===== config.mk =====
export PLATFORM = sky130hd
export DESIGN_NAME = rx_majority_sampler
export DESIGN_NICKNAME = d
export VERILOG_FILES = /design/src/rtl/rx_majority_sampler.sv
export SDC_FILE = /design/constraint.sdc
export NUM_CORES = 1
export LEC_CHECK = 0
export CORE_MARGIN = 2
export CORE_UTILIZATION = 47
export CTS_CLUSTER_DIAMETER = 50
export DETAILED_ROUTE_END_ITERATION = 12
export HOLD_SLACK_MARGIN = 0.15
export PLACE_DENSITY = 0.7
export SLEW_MARGIN = 20
export SYNTH_ARGS = -nofsm -noshare
export SYNTH_HDL_FRONTEND = slang
export SYNTH_SLANG_ARGS = --single-unit
export TNS_END_PERCENT = 5

===== constraint.sdc =====
create_clock -name clk -period 5.6 [get_ports clk]
set_input_delay 0.84 -clock clk [delete_from_list [all_inputs] [get_ports clk]]
set_output_delay 0.84 -clock clk [all_outputs]
set_load 0.1 [all_outputs]

===== src/rtl/rx_majority_sampler.sv =====
// rx_majority_sampler: majority-vote oversampling bit sampler for the UART receive path
module rx_majority_sampler #(
  parameter int PRESCALE_W  = 6,
  parameter int NUM_SAMPLES = 3
) (
  input  logic                  clk,
  input  logic                  rst,
  input  logic                  sample_en,
  input  logic                  rx_in,
  input  logic [PRESCALE_W-1:0] prescale,
  input  logic [PRESCALE_W-1:0] edge_cnt,
  output logic                  sampled_bit,
  output logic                  sample_valid,
  output logic                  noise_err,
  output logic                  cfg_err
);
  localparam int CW = $clog2(NUM_SAMPLES + 1);
  if (NUM_SAMPLES < 1 || NUM_SAMPLES > 7 || NUM_SAMPLES % 2 == 0) begin : g_bad_samples
    $error("NUM_SAMPLES must be odd and within 1..7");
  end
  typedef enum logic {IDLE, COLLECT} state_t;
  state_t st, nxt;
  logic [PRESCALE_W-1:0] last, first, first_q, last_q;
  logic [CW-1:0] k, ones, ones_total;
  logic legal, start, abort, cap, done;
  always_comb begin
    last  = prescale >> 1;
    first = last - PRESCALE_W'(NUM_SAMPLES - 1);
    legal = !prescale[0] && prescale >= PRESCALE_W'(4) && last >= PRESCALE_W'(NUM_SAMPLES - 1);
  end
  always_ff @(posedge clk)
    if (!rst) st <= IDLE;
    else st <= nxt;
  // the window is judged against the latched FIRST/LAST so a prescale change mid-bit is ignored
  always_comb begin
    start = sample_en && legal && edge_cnt == first;
    abort = !sample_en || edge_cnt < first_q || edge_cnt > last_q;
    cap   = st == IDLE ? start : !abort && edge_cnt == first_q + PRESCALE_W'(k);
    done  = cap && (st == IDLE ? NUM_SAMPLES == 1 : k == CW'(NUM_SAMPLES - 1));
    nxt   = st == IDLE ? (start && !done ? COLLECT : IDLE) : (abort || done ? IDLE : COLLECT);
  end
  always_comb ones_total = (st == COLLECT ? ones : '0) + CW'(rx_in);
  always_ff @(posedge clk)
    if (!rst) begin
      k            <= '0;
      ones         <= '0;
      first_q      <= '0;
      last_q       <= '0;
      sampled_bit  <= 1'b0;
      sample_valid <= 1'b0;
      noise_err    <= 1'b0;
      cfg_err      <= 1'b0;
    end else begin
      cfg_err      <= !legal;
      sample_valid <= done;
      if (done) begin
        sampled_bit <= ones_total > CW'(NUM_SAMPLES / 2);
        noise_err   <= ones_total != '0 && ones_total != CW'(NUM_SAMPLES);
      end
      if (st == IDLE && start) begin
        first_q <= first;
        last_q  <= last;
      end
      k    <= nxt == IDLE ? '0 : cap ? k + CW'(1) : k;
      ones <= nxt == IDLE ? '0 : cap ? ones_total : ones;
    end
endmodule

Yosys cells after proc, flatten, opt, wreduce, memory -nomap -nowiden --
Index checks and enable logic that the tools add are counted.
Cells by class: order comparisons 5, muxes and demuxes 6, equal/unequal tests 4, bitwise gates (word level) 1, reduce and logical (&&, ||, !) cells 19, add/subtract/negate cells 4
Operator list (count):
- == test 6 bit | 2
- logical AND 1 bit | 9
- adder 6 x 2 -> 6 bit | 1
- >= comparator 6 x 3 -> 1 bit, second input constant | 1
- > comparator 6 x 5 -> 1 bit | 1
- less-than comparator 6 bit | 1
- subtractor 5 x 2 -> 6 bit, second input constant | 1
- >= comparator 5 x 2 -> 1 bit, second input constant | 1
- logical NOT 1 bit | 5
- two-way mux 1 bit | 5
- logical OR 1 bit | 3
- adder 2 x 1 -> 2 bit | 1
- adder 2 x 1 -> 2 bit, second input constant | 1
- == test 2 bit, second input constant | 1
- > comparator 2 x 1 -> 1 bit, second input constant | 1
- two-way mux 2 bit | 1
- != test 2 bit, second input constant | 1
- AND reduction 2 bit | 1
- nonzero test 2 bit | 1
- inverter 1 bit | 1
Storage, ports and cells: input port bits 16, register bits 20

Depth between registers and ports, before layout --
depth after elaboration 12, depth in mapped cells 10

Least setup slack after synthesis --
Ideal clock, no wire load.
kind input port to flip-flop, start point input port prescale[2], end point register first_q[0], arrival 2628 ps, setup slack 2845 ps, data required time 5472 ps, stages on the path 10, buffers on the path 2, cell sequence inv_1 > ha_1 > o21ba_1 > a221o_1 > a2111oi_4 > and2_4 > buf_12 > buf_12 > mux2i_1 > nor2_1
Between the ends: word-level cells in the longest chain between the ends 6
Ends and longest elaborated chain:
- start, declared | line 10 | input logic [PRESCALE_W-1:0] prescale,
- branches (longest 4 deep; another with subtractor 5 x 2 -> 6 bit)
- logical AND 1 bit (*) | line 36 | start = sample_en && legal && edge_cnt == first;
- logical AND 1 bit (*) | line 60 | if (st == IDLE && start) begin
- end signal, assigned | line 61 | first_q <= first;
- end, declared | line 23 | logic [PRESCALE_W-1:0] last, first, first_q, last_q;
Mark *: on every way between the ends. A chain may end at the register's enable or synchronous reset.

Final worst setup path --
start point input port prescale[2], end point register last_q[2]
RTL lines:
- subtractor 5 x 2 -> 6 bit | line 28 | first = last - PRESCALE_W'(NUM_SAMPLES - 1);
- named net first[1] | line 23
- == test 6 bit | line 36
- logical AND 1 bit | line 36
- logical AND 1 bit | line 60
- end signal, assigned | line 62 | last_q <= last;
- end, declared | line 23
The timed path passes the listed nets, and every way through them passes these cells.

==> impl_metrics.yaml <==
yosys:
  synth_nets: 194
  ys_ff_latch: 19
  yosysMostFrequentCell: "dfxtp_1"
  synth_top_area_cell: "dfxtp_1"
  ys_top_cells_by_area: "dfxtp_1 26%, ha_1 14%, xnor2_1 6.0%"
  yosys_warnings: 0
  synthArstFlopShare_pct: 0
  synth_cell_types: 43
  avgSynthCellArea_um2: 9.05
  synth_top_area_share_pct: 26.1
  synth-edff-count: 0
  synth_top_flop_cell: "dfxtp_1"
  postSynthCellCount: 161
  synth_area_um2: 1460
  synthTopCellsByCount: "19 x dfxtp_1, 16 x ha_1, 16 x inv_1, 11 x nand3_1, 11 x nor2_1"
  yosysSeqAreaShare_pct: 26.1
timing:
  relSlewSlack_pct: 35.6
  min_period_ps: 3220
  rsz0062_at_grt: "no"
  finalHoldViolCount: 0
  setup-tns-final_ps: 0
  setup_slack_ps: 2380
  final-max-slew-violation-count: 0
  fmax_ghz: 0.311
  max_slew.worst_pin.slew_ps: 963
  fin_skew_ps: 4.14
  period_share_pct: 57.5
  setup_violations: 0
global_route:
  gr-total-overflow: 0
  grt_max_degree: 18
  grt_usage_pct: 19.4
  grt_antenna_before_repair: 0
  grt_pass1_vias: 1129
  grt_first_pass_wirelength_um: 5150
final_layout:
  nNetsFinal: 214
  area_delta_synth_final_pct: 14.2
  n_antenna_cell: 0
  n_fill_cell: 285
  drive_gt1_share_pct: 8.33
floorplan:
  die-height_um: 59.7
  start_util_pct: 48.5
  design.die.area_um2: 3560
  rows: 20
  die_w_um: 59.7
  ios: 20
  core_area_um2: 3000
clock_tree:
  clock_path_buffers: 2
  clockRootBuffer: "clkbuf_4"
  post_cts_resize_count: 0
  cts_made_buffers: 3
  postCtsHoldBufs: 0
  post_cts_buffers: 0
  clock-sinks: 19
  cts_max_level: 1
  cts_tree: "built"
  cts.clk_slew.worst_paths_ps: 110
  insertion_delay_ps: 300
placed_design:
  gp_congestion: 0.774
  port_buffers: 19
  dpl.hpwl_um: 2460
  dpl_worst_slack_ps: 2070
power_and_ir_drop:
  combinationalPowerShare_pct: 21.2
  p_int_w: 0.000188
  p_seq_share_pct: 52.2
  power.share.clock_pct: 26.6
  power.switching_w: 0.0000734
  irDropWorstVdd_uv: 85.5
  p_per_area_nw_per_um2: 157
  p_leak_nw: 0.594
  swShare_pct: 28.0
critical_path:
  reg2reg_setup_slack_ps: 3020
  worstPathMaxFanout: 17
  critPathBufInv: 2
  arrival_ps: 3410
  cp.required_ps: 5790
  slowest_delay_ps: 620
  criticalPathCategory: "input port to flip-flop"
  cp-end-kind: "flip-flop"
  crit_family: "compound AO/OA/AOI/OAI gates"
  cp-start-kind: "input port"
  crit_path_top_delay_cell: "clkdlybuf4s50_1"
  crit_chain: "clkdlybuf4s50_1, inv_1, ha_1, o21ba_1, a221o_1, a2111oi_4, and2_4, mux2i_1, nor2_1"
worst_hold_path:
  hold_path_class: "flip-flop to flip-flop"
detailed_routing:
  wl_per_cell_um: 14.3
  num_vias: 1203
  drt_iter0_drc: 32
  drtPass1Iterations: 4
  vias_per_cell: 5.65
  drtAntennaViolNets: 0
  drt-total-wl_um: 3040
  drcViolationCount: 0
run_status:
  status: "finished clean"
flow_run:
  maxCapViolCount: 0
-- state kept, by name, summed over array words and instances, names as in the netlist --
| name | count |
|---|---|
| first_q | 6 |
| last_q | 4 |
| k | 2 |
| ones | 2 |
| cfg_err | 1 |
| noise_err | 1 |
| sample_valid | 1 |
| sampled_bit | 1 |
| st | 1 |
-- cells by family after synthesis --
logic type / count (synthesis) / synth area share [%]
simple gates: 47 / 17.5
compound gates: 35 / 18.3
buf+inv: 20 / 7.64
flops: 19 / 26.1
xor+xnor: 17 / 11.2
fa+ha+maj: 17 / 15.1
mux: 6 / 4.12
-- routing by layer --
layer	wire [um]	global-route usage [%]
met5	0	0
met4	17	5.71
met3	135	2.16
met2	1510	32.0
met1	1380	26.5
-- layout by cell type (no fill, tap or decap), drive strengths merged, types with 2 or more instances in the layout --
cell type,instances
o21ai,7
dfxtp,19
a31o,2
and2,3
nor2b,2
a211oi,3
inv,16
a21oi,8
nand2,5
mux2i,6
nor2,13
ha,16
clkbuf,3
a2111oi,2
o211ai,3
xnor2,10
nor3,4
o21a,2
nand3b,2
o21bai,3
a31oi,2
clkdlybuf4s50,19
xor2,6
nand2b,2
nand3,11
-- power by group through the flow --
stage,logic (W),registers [W],clock network [W]
global placement,0.0000539,0.000140,0
finish,0.0000554,0.000137,0.0000697
CTS,0.0000557,0.000137,0.0000746
detailed placement,0.0000553,0.000140,0
floorplan,0.0000296,0.000143,0
global route,0.0000608,0.000137,0.0000807
-- worst register-to-register path, cell delays in order (launching register included) --
cell      delay (ps)
dfxtp_1          350
ha_1             230
fa_1             410
xor3_1           190
nor3_1           220
o211ai_1         170
or4_4            570
o21ai_2          240
nor2_1            80
-- area by class of cell --
class                           count  area, um2  area share [%]
Clock buffer                        3       22.5            1.35
Sequential cell                    19        380            22.8
Clock inverter                      1       5.00           0.301
Timing Repair Buffer               19        190            11.4
Inverter                           16       60.1            3.61
Multi-Input combinational cell    122        966            58.0
Tap cell                           33       41.3            2.48
-- final timing paths --
kind          endpoint   startpoint  cells past startpoint
max reg2reg         st   first_q[0]                      8
min reg2reg    ones[0]      ones[0]                      2
min            ones[0]      ones[0]                      2
max          last_q[2]  prescale[2]                      9
-- metrics by stage --
step / total power [W] / instance area [um2] / std cells / util [%] / hold WS, ps
floorplan: 0.000173 / 1460 / 161 / - / 439
global placement: 0.000194 / 1640 / 209 / 54.5 / 451
detailed placement: 0.000195 / 1640 / 209 / 54.5 / 452
CTS: 0.000267 / 1670 / 213 / 55.5 / 469
global route: 0.000278 / 1670 / 213 / 55.5 / 498
finish: 0.000262 / 1670 / 213 / 55.5 / 466
(Power assumes the default switching activity.)
